<file path="src/rtl/loader_pkg.sv">
// Shared types and constants for the byte-serial program loader.
package loader_pkg;

  localparam int unsigned ADDR_W    = 8;
  localparam int unsigned INSTR_W   = 15;
  localparam int unsigned OPCODE_W  = 7;
  localparam int unsigned LITERAL_W = 8;

  localparam logic [7:0] SYNC_BYTE = 8'hA5;

  typedef enum logic [2:0] {
    StIdle,
    StLen,
    StHi,
    StLo,
    StChk,
    StDone,
    StError
  } state_e;

endpackage

</file>
<file path="src/rtl/loader_checksum.sv">
// 8-bit XOR accumulator; clear has priority over enable.
module loader_checksum (
  input  logic       clk_i,
  input  logic       reset_i,
  input  logic       clr_i,
  input  logic       en_i,
  input  logic [7:0] data_i,
  output logic [7:0] sum_o
);

  logic [7:0] sum_q, sum_d;

  always_comb begin
    sum_d = sum_q;
    if (clr_i) begin
      sum_d = 8'h00;
    end else if (en_i) begin
      sum_d = sum_q ^ data_i;
    end
  end

  always_ff @(posedge clk_i or posedge reset_i) begin
    if (reset_i) begin
      sum_q <= 8'h00;
    end else begin
      sum_q <= sum_d;
    end
  end

  assign sum_o = sum_q;

endmodule

</file>
<file path="src/rtl/program_loader.sv">
// Parses a framed byte stream (sync, length, hi/lo pairs, checksum) into
// instruction-memory writes while holding the CPU stalled.
module program_loader
  import loader_pkg::*;
(
  input  logic               clk_i,
  input  logic               reset_i,
  input  logic               in_valid_i,
  input  logic [7:0]         in_data_i,
  output logic               in_ready_o,
  output logic               im_we_o,
  output logic [ADDR_W-1:0]  im_addr_o,
  output logic [INSTR_W-1:0] im_wdata_o,
  output logic               cpu_hold_o,
  output logic               load_done_o,
  output logic               load_error_o,
  output logic [8:0]         words_loaded_o
);

  state_e                state_q, state_d;
  logic [8:0]            count_q, count_d;
  logic [8:0]            words_q, words_d;
  logic [OPCODE_W-1:0]   opcode_q, opcode_d;
  logic                  done_q, done_d;
  logic                  error_q, error_d;
  logic                  we_q, we_d;
  logic [ADDR_W-1:0]     addr_q, addr_d;
  logic [INSTR_W-1:0]    wdata_q, wdata_d;

  logic       accept;
  logic       ck_clr, ck_en;
  logic [7:0] ck_sum;
  logic [8:0] words_inc;

  // Never back-pressures; ready only drops while reset is asserted.
  assign in_ready_o = ~reset_i;
  assign accept     = in_valid_i & in_ready_o;
  assign words_inc  = words_q + 9'd1;

  loader_checksum u_checksum (
    .clk_i   (clk_i),
    .reset_i (reset_i),
    .clr_i   (ck_clr),
    .en_i    (ck_en),
    .data_i  (in_data_i),
    .sum_o   (ck_sum)
  );

  always_comb begin
    state_d  = state_q;
    count_d  = count_q;
    words_d  = words_q;
    opcode_d = opcode_q;
    done_d   = done_q;
    error_d  = error_q;
    we_d     = 1'b0;
    addr_d   = addr_q;
    wdata_d  = wdata_q;
    ck_clr   = 1'b0;
    ck_en    = 1'b0;

    if (accept) begin
      case (state_q)
        StIdle, StDone, StError: begin
          if (in_data_i == SYNC_BYTE) begin
            state_d = StLen;
            done_d  = 1'b0;
            error_d = 1'b0;
            words_d = 9'd0;
            ck_clr  = 1'b1;
          end
        end
        StLen: begin
          // A zero length byte encodes a full 256-word image.
          count_d = (in_data_i == 8'h00) ? 9'd256 : {1'b0, in_data_i};
          ck_en   = 1'b1;
          state_d = StHi;
        end
        StHi: begin
          if (in_data_i[7]) begin
            error_d = 1'b1;
            state_d = StError;
          end else begin
            opcode_d = in_data_i[OPCODE_W-1:0];
            ck_en    = 1'b1;
            state_d  = StLo;
          end
        end
        StLo: begin
          ck_en   = 1'b1;
          we_d    = 1'b1;
          addr_d  = words_q[ADDR_W-1:0];
          wdata_d = {opcode_q, in_data_i};
          words_d = words_inc;
          state_d = (words_inc < count_q) ? StHi : StChk;
        end
        StChk: begin
          if (in_data_i == ck_sum) begin
            done_d  = 1'b1;
            state_d = StDone;
          end else begin
            error_d = 1'b1;
            state_d = StError;
          end
        end
        default: state_d = StIdle;
      endcase
    end
  end

  always_ff @(posedge clk_i or posedge reset_i) begin
    if (reset_i) begin
      state_q  <= StIdle;
      count_q  <= 9'd0;
      words_q  <= 9'd0;
      opcode_q <= '0;
      done_q   <= 1'b0;
      error_q  <= 1'b0;
      we_q     <= 1'b0;
      addr_q   <= '0;
      wdata_q  <= '0;
    end else begin
      state_q  <= state_d;
      count_q  <= count_d;
      words_q  <= words_d;
      opcode_q <= opcode_d;
      done_q   <= done_d;
      error_q  <= error_d;
      we_q     <= we_d;
      addr_q   <= addr_d;
      wdata_q  <= wdata_d;
    end
  end

  assign im_we_o        = we_q;
  assign im_addr_o      = addr_q;
  assign im_wdata_o     = wdata_q;
  assign cpu_hold_o     = (state_q != StIdle) && (state_q != StDone);
  assign load_done_o    = done_q;
  assign load_error_o   = error_q;
  assign words_loaded_o = words_q;

endmodule
</file>
<file path="config.mk">
export PLATFORM = sky130hd
export DESIGN_NAME = program_loader
export DESIGN_NICKNAME = d
export VERILOG_FILES = /design/src/rtl/loader_pkg.sv /design/src/rtl/loader_checksum.sv /design/src/rtl/program_loader.sv
export SDC_FILE = /design/constraint.sdc
export NUM_CORES = 1
export LEC_CHECK = 0
export ABC_AREA = 1
export CORE_AREA = 2 2 80 82
export DETAILED_ROUTE_END_ITERATION = 10
export DIE_AREA = 0 0 82 84
export GPL_TIMING_DRIVEN = 1
export PLACE_DENSITY_LB_ADDON = 0.25
export RECOVER_POWER = 25
export SYNTH_ARGS = -nofsm -noshare
export SYNTH_HDL_FRONTEND = slang
export SYNTH_SLANG_ARGS = --single-unit
</file>
<file path="constraint.sdc">
create_clock -name clk_i -period 3.3 [get_ports clk_i]
set_input_delay 0.66 -clock clk_i [delete_from_list [all_inputs] [get_ports clk_i]]
set_output_delay 0.66 -clock clk_i [all_outputs]
set_load 0.02 [all_outputs]
</file>
=== Yosys cells after proc, flatten, opt, wreduce, memory -nomap -nowiden ===
Cells that the tools add are included.
Widths: inputs -> output; s select.

* Word-level logic and storage cells: 70
* Bits of input ports: 11
* Register bits after elaboration: 62
* Output and inout bits: 37

* Order comparisons: 1
* Equal/unequal tests: 13
* Bitwise gates (word level): 4
* Reductions and logical operators: 17
* Mux-type cells: 24
* Add/subtract/negate cells: 1

{| class="wikitable"
|+ Operator list
! kind !! number
|-
| $mux 9 || 2
|-
| $pmux 9 s2 || 1
|-
| $mux 8 || 2
|-
| $pmux 3 s5 || 1
|-
| $mux 1 || 11
|-
| $add 9x1->9 const B || 1
|-
| $eq 3x3->1 const B || 3
|-
| $lt 9x9->1 || 1
|-
| $mux 3 || 3
|-
| $eq 8x8->1 || 1
|-
| $eq 8x8->1 const B || 1
|-
| $logic_not 8->1 || 1
|-
| $ne 2x2->1 const B || 4
|-
| $xor 8x8->8 || 1
|-
| $eq 3x2->1 const B || 2
|-
| $reduce_and 2->1 || 3
|-
| $reduce_and 3->1 || 2
|-
| $reduce_bool 2->1 || 3
|-
| $reduce_bool 3->1 || 2
|-
| $reduce_and 5->1 || 1
|-
| $pmux 1 s2 || 2
|-
| $reduce_and 4->1 || 1
|-
| $eq 3x1->1 const B || 1
|-
| $logic_not 3->1 || 1
|-
| other kinds (8) || 9
|}

=== Logic depth before layout (Yosys ltp) ===
* Word-level depth: 6
* Mapped depth: 16
* Mapped depth without buffers: 16

=== Modules after synthesis ===
Synthesis repeated with hierarchy kept, for this count alone.

* Cell total of the unflattened synthesis: 384
* Area total of the unflattened synthesis: 3211.8 um^2

{| class="wikitable"
|+ By module, submodules not included
! module !! sequential area each (um^2) !! cells each !! area each (um^2) !! instances
|-
| program_loader || 1351.3 || 340 || 2822.7 || 1
|-
| loader_checksum || 200.2 || 44 || 389.1 || 1
|}

=== Worst setup path after synthesis ===
Ideal clock, no wire load.

* Path kind: input to register
* From: input port reset_i
* To: register error_q, in the netlist load_error_o
* Setup time: 117 ps
* Arrival time: 3083 ps
* Required time: 3183 ps
* Stages: 8
* Path slack: 99 ps
* Path buffers: 0
* Cells stage by stage: inv_1 nand2_1 nor2_1 nand3_1 a21oi_2 nand3_1 nand2_1 nand2_1

* Word-level cells in the longest chain between the ends: 3

{| class="wikitable"
|+ Ends and longest elaborated chain
! item !! line !! text
|-
| start, declared || program_loader.sv:7 || <nowiki>input logic reset_i,</nowiki>
|-
| $not 1->1 || program_loader.sv:36 || <nowiki>assign in_ready_o = ~reset_i;</nowiki>
|-
| $and 1x1->1 || program_loader.sv:37 || <nowiki>assign accept = in_valid_i & in_ready_o;</nowiki>
|-
| $reduce_and 5->1 (no source line) || - ||
|-
| end signal, assigned || program_loader.sv:128 || <nowiki>error_q <= error_d;</nowiki>
|-
| end, declared || program_loader.sv:25 || <nowiki>logic error_q, error_d;</nowiki>
|}

No other way between the ends.
A chain may end at the register's enable or synchronous reset.

=== Final worst setup path ===
* From: input port reset_i
* To: output port in_ready_o

* Word-level cells in the longest chain between the ends: 1

{| class="wikitable"
|+ Ends and longest elaborated chain
! item !! line !! text
|-
| $not 1->1 || program_loader.sv:36 ||
|-
| end, declared || program_loader.sv:10 || <nowiki>output logic in_ready_o,</nowiki>
|}

No other way between the ends.

==> impl_results.md <==
- Synth warn: 0
- Tot Pwr: 3.92 mW
- Worst skew pair latency: 0.34 ns
- Seq/Total Area, Yosys: 49.6%
- Min-Delay Path Class: register to register
- Ranking of synthesized cells by area: dfrtp_1 (50%), nand2_1 (15%), inv_1 (5.2%), ha_1 (3.6%), o21ai_1 (3.0%)
- Flop pwr share: 33.9%
- Hold Path Stages: 2
- Psw: 1.58 mW
- First-pass GRT wire length: 11400 µm
- Row count: 29
- Area leader, netlist: dfrtp_1
- Largest net degree at the start of global routing: 63
- Num CTS Buffers: 9
- Crit path max-delay family: buffers and inverters
- RSZ-0062 raised after global routing: no
- Minimum clock period: 2.67 ns
- Die area: 6890 µm²
- Status: finished, violations left
- Failing checks: capacitance limit, slew limit
- Critical Path Sink Type: output pin
- Initial antenna violation count: 0
- Inserted Diodes: 0
- DRC: 0
- Switching Share: 40.4%
- F_max: 375 MHz
- Post-CTS Resized: 0
- ANT nets after route: 0
- I/O pins: 48
- Tcrit/Tclk final: 80.8%
- GPL Wtd Cong: 0.828
- Crit-path max FO: 3
- Post-Route Skew: 0.0102 ns
- Clock slew at reported path FFs: 0.07 ns
- Tot GR Track Use: 22.1%
- CTS H-tree depth: 3
- Cell-internal power: 2.33 mW
- Pwr dens: 1010 nW/µm²
- Worst slew pin tran: 1.53 ns
- Combinational power share: 46.5%
- CP Cell Sequence: dlygate4sd3_1 -> inv_1 -> clkdlybuf4s50_1
- Clock network power share: 19.7%
- Critical path startpoint category: input port
- Cell variety after synth: 33
- Clk buf depth: 2
- Number of port buffers: 47
- Initial Utilization: 51.3%
- Routed via count: 2614
- Final net count: 440
- CP Data Arrival Time: 2.01 ns
- Area growth from synthesis to layout: 24.0%
- #FFs+latches synth: 62
- Detailed-route vias per instance: 5.21
- Buf/Inv on CP: 3
- Routed WL: 6710 µm
- Peak supply drop: 0.472 mV
- Hold Path Origin: load_error_o
- Syn Area/Cell: 8.52 µm²
- Average wire per standard cell: 13.4 µm
- Critical path class: input port to output pin
- Worst reg2reg endpoint: state_q[2]
- MaxCap Viol Count: 1
- Die Y: 84 µm
- Grt ovf: 0
- Reg2reg start: words_loaded_o[0]
- Setup-failing EPs final: 0
- Min-Delay Endpoint: load_error_o
- Pre-Repair DR Iteration Count: 4
- Vias in the first global route: 2540
- Max stage delay cell, worst path: clkdlybuf4s50_1
- Most frequent cells in the layout: nand2_1 (123), dfrtp_1 (62), clkdlybuf4s50_1 (46)
- Gate Count Post-Synth: 367
- Post-synth top area share: 49.6%
- Final Hold Violating Endpoints: 0
- CTS Hold Bufs: 0
- Reg2reg setup slack: 0.83 ns
- Clk sinks: 62
- Postcts setup bufs: 0
- Post-DP HPWL: 4910 µm
- CTS tree: yes
- Commonest non-fill, non-tap cell in the layout: nand2_1
- CTS root buffer: clkbuf_8
- Max Transition Viols Final: 63
- Area of the mapped netlist: 3130 µm²
- Share of cells above drive strength 1: 12.5%
- Slowest stage delay, CP: 0.64 ns
- Syn Nets: 387
- R2R depth: 15
- Die X: 82 µm
- Leakage: 1.94 nW
- Core area: 6100 µm²
- DR iter-0 viols: 136
- Slew margin rel.: -1.88%
- WP data required: 2.64 ns
- Setup TNS: 0 ns
==> layer usage <==
| layer | share of wire, % | global-route usage, % | vias to the layer above | wire length, µm |
|---|---|---|---|---|
| li1 | - | - | 1289 | - |
| met1 | 45 | 29.3 | 1230 | 3020 |
| met2 | 46 | 32.5 | 78 | 3120 |
| met3 | 5.4 | 5.41 | 17 | 361 |
| met4 | 3.1 | 12.6 | 0 | 210 |
| met5 | 0 | 0 | - | 0 |
==> how the worst max path moves through the flow <==
stage,end,from,cells past startpoint
after floorplan,load_error_o,reset_i,8
after global placement,in_ready_o,reset_i,3
after detailed placement,in_ready_o,reset_i,3
after CTS,in_ready_o,reset_i,3
after global routing,state_q[2],words_loaded_o[0],15
final,in_ready_o,reset_i,3
==> tightest hold or removal path: cells and delay by family, from the launching register on <==
kind	cells	cell delay [ns]
flops	1	0.34
simple gates	2	0.10
==> stage by stage <==
stage               cell area, µm²  utilization, %  setup WS (ns)  hold WS, ns  cells
CTS                           3880            63.7          0.829        0.479    502
global route                  3880            63.6          0.563        0.504    502
global placement              3650            59.9          0.832        0.452    486
floorplan                     3130               -         0.0995        0.442    367
detailed placement            3650            59.9          0.837        0.462    486
finish                        3880            63.6          0.632        0.472    502
==> sequential cells by signal, indices dropped and copies added, names as in the netlist <==
name / count
state_q: 3
load_error_o: 1
im_addr_o: 8
u_checksum.sum_o: 8
im_we_o: 1
load_done_o: 1
opcode_q: 7
im_wdata_o: 15
count_q: 9
words_loaded_o: 9
==> synth_stat cells <==
cell and number:
nand2_1 123, dfrtp_1 62, inv_1 43, o21ai_1 19, nor2_1 15, nand3_1 13
o22ai_1 12, o21ai_0 11, ha_1 9, o21ai_2 8, nand2_4 6, nand4_1 5
buf_6 4, nand2_2 4, a21oi_1 3, inv_2 3, nor2_2 3, nor3_2 3
xor2_1 3, a21oi_2 2, and2_1 2, buf_2 2, o31ai_1 2, a21o_1 1
clkbuf_2 1, clkinv_2 1, nand3_2 1, nand3_4 1, nand3b_1 1, nand4_4 1
nor2_4 1, o21bai_1 1, or2_2 1
==> cell type report <==
| class | instances | area (µm²) |
|---|---|---|
| clock buffer | 11 | 151 |
| clock inverter | 5 | 81.3 |
| fill | 532 | 2220 |
| inverter | 47 | 178 |
| multi-input combinational | 251 | 1340 |
| sequential | 62 | 1550 |
| tap | 77 | 96.3 |
| timing repair buffer | 49 | 483 |
==> cells by family (layout without fill, tap and decap cells) <==
| logic type | after synthesis | after routing | synth area share [%] |
|---|---|---|---|
| AND/OR/NAND/NOR | 180 | 180 | 26.9 |
| flip-flops | 62 | 62 | 49.6 |
| AO/OA/AOI/OAI | 59 | 59 | 11.4 |
| buffers and inverters | 54 | 112 | 7.60 |
| adder cells (fa/ha/maj) | 9 | 9 | 3.60 |
| XOR/XNOR | 3 | 3 | 0.840 |
==> power by group through the flow <==
stage | Sequential [mW] | Clock (mW) | Combinational [mW]
finish | 1.33 | 0.770 | 1.82
global route | 1.37 | 0.816 | 2.04
CTS | 1.33 | 0.783 | 1.83
detailed placement | 1.34 | 0 | 1.82
global placement | 1.33 | 0 | 1.77
floorplan | 1.53 | 0 | 0.968
(Power assumes the default switching activity.)
==> edit 1: new RTL, same settings <==
Change the package constant `ADDR_W` from 8 to 9.
--- a/src/rtl/loader_pkg.sv
+++ b/src/rtl/loader_pkg.sv
@@ -1,7 +1,7 @@
 // Shared types and constants for the byte-serial program loader.
 package loader_pkg;
 
-  localparam int unsigned ADDR_W    = 8;
+  localparam int unsigned ADDR_W    = 9;
   localparam int unsigned INSTR_W   = 15;
   localparam int unsigned OPCODE_W  = 7;
   localparam int unsigned LITERAL_W = 8;
Ports: changed (resized im_addr_o); port bits go from 48 to 49. The function was not compared with the original's and may differ.
==> edit 1 against the original RTL <==
- the run still ends with max-capacitance violations, max-slew violations left
- sequential cell count up 1
- wire length shrank 0.15%
- largest cell class unchanged
- design area grew 1.4%
- sequential power fell by 8%
- power is 14% lower
- area after synthesis increased by 1.2%
- worst setup slack got worse by 0.014 ns
- sequential share of layout area up 0.10 points
- highest routed layer unchanged
==> edit 1: results (changes against the original RTL) <==
logic_synthesis:
  syn_nets: 407  # was 387
  synth_ff_type: "dfrtp_1"  # unchanged
  synth_xor_area_share_pct: 1.11  # was 0.840%
  ys_top_cells_by_count: "nand2_1 (126), dfrtp_1 (63), inv_1 (50)"  # was nand2_1 (123), dfrtp_1 (62), inv_1 (43)
  ys_ff_latch: 63  # was 62
  synth_fa_ha_area_share_pct: 3.56  # was 3.60%
  synth.distinct_cells: 29  # was 33
  synth-compound-area-share_pct: 10.4  # was 11.4%
  ys_top_cells_by_area: "dfrtp_1 (50%), nand2_1 (15%), inv_1 (5.9%)"  # was dfrtp_1 (50%), nand2_1 (15%), inv_1 (5.2%)
final_layout:
  drive_above_1_share_pct: 9.48  # was 12.5%
  fin_nets: 458  # was 440
  multi_input_area_share_pct: 33.2  # was 34.5%
  clkbuf_count: 9  # was 11
  n_all_inverters: 53  # was 47
  fillers: 537  # was 532
  nNonClkBuffers: 51  # was 49
  layout.nonclk_buf_share_pct: 12.7  # was 12.4%
  clkCellAreaFrac_pct: 6.40  # was 6.00%
detailed_routing:
  finalWirelength_mm: 6.70  # was 6.71 mm
  num_vias: 2651  # was 2614
  drt-initial-drc-count: 225  # was 136
placed_design:
  hpwlAfterDp_mm: 4.87  # was 4.91 mm
  gp_congestion: 0.853  # was 0.828
sta:
  skew_ns: 0.00750  # was 0.0102 ns
  tightest_slew_ns: 1.50  # was 1.53 ns
  report.final.slew_viol_count: 2  # was 63
power_and_ir_drop:
  power_leakage_nw: 1.98  # was 1.94 nW
  switching_power_mw: 1.27  # was 1.58 mW
  p_clk_share_pct: 25.2  # was 19.7%
  comb_cell_power_mw: 1.29  # was 1.82 mW
global_route:
  grt_pass1_vias: 2399  # was 2540
  track_usage_pct: 21.9  # was 22.1%
  grt_pass1_wl_mm: 11.4  # about the same
status:
  failed_checks: "max-capacitance violations, max-slew violations"  # unchanged
  status: "finished, violations left"  # unchanged
run:
  maxCapViolCount: 1  # unchanged
clock_network:
  clk_pin_slew_ns: 0.08
worst_setup_path:
  path_max_fanout: 2  # was 3
[edit 1: kinds of logic (layout without fill, tap and decap cells)]
kind of cell    Yosys count  count (layout)
compound gates           57              57
xor+xnor                  4               4
fa+ha+maj                 9               9
buf+inv                  64             120
flops                    63              63
simple gates            190             190
[edit 1: routing by layer]
metal	wire, um	global-route usage [%]	up-vias
met5	0	0	-
met4	123	10.9	0
met3	310	5.09	11
met2	3110	30.6	68
met1	3150	31.7	1234
li1	-	-	1338
[edit 1: metrics by stage]
step	instances	util, %	worst slack, ns	area (sq um)
2_1_floorplan	387	-	0.564	3160
3_3_place_gp	504	60.4	0.798	3680
3_5_place_dp	504	60.4	0.799	3680
4_1_cts	520	64.6	0.799	3940
5_1_grt	520	64.5	0.554	3930
6_report	520	64.5	0.618	3930
[edit 1: worst register-to-register path, stage by stage, from the launching register on]
cell and delay, ns:
dfrtp_1 0.44, ha_1 0.21, nand2_1 0.07, nor2_2 0.15, nand4_1 0.13, nor2_1 0.15
xor2_1 0.21, ha_1 0.28, a21o_1 0.18, nor2_1 0.13, nand3_1 0.09, nand2_1 0.06
nand2_1 0.05, nand2_1 0.04, o21ai_0 0.07
[edit 1: worst paths after layout]
kind / startpoint / endpoint / slack [ns] / cells past startpoint
min in group asynchronous: reset_i / load_done_o$_DFFE_PP0P_ / 1.46 / 3
setup / recovery: reset_i / in_ready_o / 0.62 / 3
hold reg to reg: opcode_q[1]$_DFFE_PP0P_ / im_wdata_o[9]$_DFFE_PP0P_ / 0.47 / 2
max in group asynchronous: reset_i / load_error_o$_DFFE_PP0P_ / 0.93 / 3
hold / removal: opcode_q[1]$_DFFE_PP0P_ / im_wdata_o[9]$_DFFE_PP0P_ / 0.47 / 2
setup reg to reg: words_loaded_o[0]$_DFFE_PP0P_ / state_q[2]$_DFFE_PP0P_ / 0.92 / 14
==> edit 2: new RTL, same settings <==
Made on the original files. Re-encode `state_e` (7 states) as one-hot, 7 bits wide.
--- a/src/rtl/loader_pkg.sv
+++ b/src/rtl/loader_pkg.sv
@@ -8,14 +8,14 @@
 
   localparam logic [7:0] SYNC_BYTE = 8'hA5;
 
-  typedef enum logic [2:0] {
-    StIdle,
-    StLen,
-    StHi,
-    StLo,
-    StChk,
-    StDone,
-    StError
+  typedef enum logic [6:0] {
+    StIdle  = 7'b0000001,
+    StLen   = 7'b0000010,
+    StHi    = 7'b0000100,
+    StLo    = 7'b0001000,
+    StChk   = 7'b0010000,
+    StDone  = 7'b0100000,
+    StError = 7'b1000000
   } state_e;
 
 endpackage
Behaviour: same outputs for any inputs over 10 cycles, from zero or initial values and one cycle with reset_i high; not proved beyond that.
==> edit 2 against the original RTL <==
- hold slack improved by 0.0072 ns
- worst setup slack worse by 0.21 ns
- first-iteration DRC count up 18%
- design area rose by 5.0%
- power is 27% lower
- sequential cell count up 4
- die area unchanged
- maximum frequency is 7.3% lower
- wire length increased by 7.0%
- area after synthesis rose by 7.6%
- sequential power fell by 13%
- critical path type unchanged
- critical endpoint unchanged
==> edit 2: results (changes against the original RTL) <==
detailed_routing:
  drt-initial-drc-count: 161  # was 136
  first_pass_iters: 5  # was 4
  via_per_inst: 5.18  # was 5.21
  wire_per_inst_um: 13.2  # was 13.4 um
  num_vias: 2811  # was 2614
placed_design:
  place_inst: 527  # was 486
  hpwlAfterDp_mm: 5.15  # was 4.91 mm
  post_dp_cell_area_sq_um: 3910  # was 3650 sq um
  gp_congestion: 0.869  # was 0.828
  portBuffers: 47  # unchanged
  place_ws_ns: 0.597  # was 0.837 ns
logic_synthesis:
  synthMuxAreaShare_pct: 0.297  # was 0%
  synth_xor_area_share_pct: 1.82  # was 0.840%
  synth-compound-area-share_pct: 10.4  # was 11.4%
  synth.distinct_cells: 34  # was 33
  ys_top_cells_by_count: "nand2_1 (130), dfrtp_1 (65), inv_1 (45)"  # was nand2_1 (123), dfrtp_1 (62), inv_1 (43)
  syn_area_per_cell_sq_um: 8.25  # was 8.52 sq um
  syn_nets: 428  # was 387
  synth_fa_ha_area_share_pct: 3.34  # was 3.60%
  yosysSeqAreaShare_pct: 49.1  # was 49.6%
  ys_top_cells_by_area: "dfrtp_1 (48%), nand2_1 (14%), inv_1 (5.0%)"  # was dfrtp_1 (50%), nand2_1 (15%), inv_1 (5.2%)
global_route:
  grt_pass1_vias: 2639  # was 2540
  antenna_found_initial: 0  # unchanged
  grt_pass1_wl_mm: 12.0  # was 11.4 mm
  grt_start_max_net_pins: 55  # was 63
sta:
  skew_ns: 0.0103  # was 0.0102 ns
  report.final.slew_viol_count: 0  # was 63
  period_minus_slack_ns: 2.88  # was 2.67 ns
  whs_ns: 0.479  # was 0.472 ns
hold_path:
  hold_end: "im_wdata_o[12]$_DFFE_PP0P_"  # was load_error_o$_DFFE_PP0P_
  holdCritStartpoint: "opcode_q[4]$_DFFE_PP0P_"  # was load_error_o$_DFFE_PP0P_
worst_setup_path:
  crit_arrival_ns: 2.22  # was 2.01 ns
  r2r_slack_ns: 1.04  # was 0.83 ns
  r2r_cells: 12  # was 15
  path_max_fanout: 15  # was 3
power_and_ir_drop:
  power_leakage_nw: 2.04  # was 1.94 nW
  vdd_ir_drop_max_mv: 0.393  # was 0.472 mV
final_layout:
  fin_nets: 481  # was 440
  fillers: 521  # was 532
  ff_latch_area_sq_um: 1650  # was 1550 sq um
  antenna_cells: 0  # unchanged
status:
  status: "finished clean"  # was finished, violations left
-- edit 2: cell types whose count changed after synthesis, sizes merged, moves of 6 or more --
| cell | before | now |
|---|---|---|
| o21ai | 38 | 51 |
| nor2 | 19 | 27 |
| o22ai | 12 | 0 |
| a21oi | 5 | 12 |
| inv | 46 | 53 |
| nand3 | 15 | 21 |
| nand2 | 133 | 139 |
-- edit 2: layout make-up --
cell class / instances / share of cell area, %
Sequential cell: 66 / 40.6
Multi-Input combinational cell: 281 / 36.0
Timing Repair Buffer: 49 / 11.9
Inverter: 54 / 5.01
Clock buffer: 10 / 3.13
Tap cell: 77 / 2.37
Clock inverter: 6 / 1.04
-- edit 2: cells by family after synthesis --
kind of cell               count (synthesis)
buffers and inverters                     61
xor gates and xnor gates                   7
and+or+nand+nor                          199
DFF                                       66
AOI/OAI and AO/OA                         65
adders and majority gates                  9
muxes                                      1
-- edit 2: critical path: stages --
cell	delay [ns]
clkdlybuf4s50_1	0.41
inv_1	0.43
clkdlybuf4s50_1	0.71
-- edit 2: layer usage --
metal	share of wire, %	vias to the layer above	GRT usage (%)
met2	47	65	35.8
met1	47	1324	30.4
met4	1.8	0	7.73
li1	-	1410	-
met5	0	-	0
met3	4.0	12	6.60
-- edit 2: power by group --
part           switching, mW  internal (mW)
Combinational          0.660          0.458
Sequential             0.149           1.01
Clock                  0.327          0.274
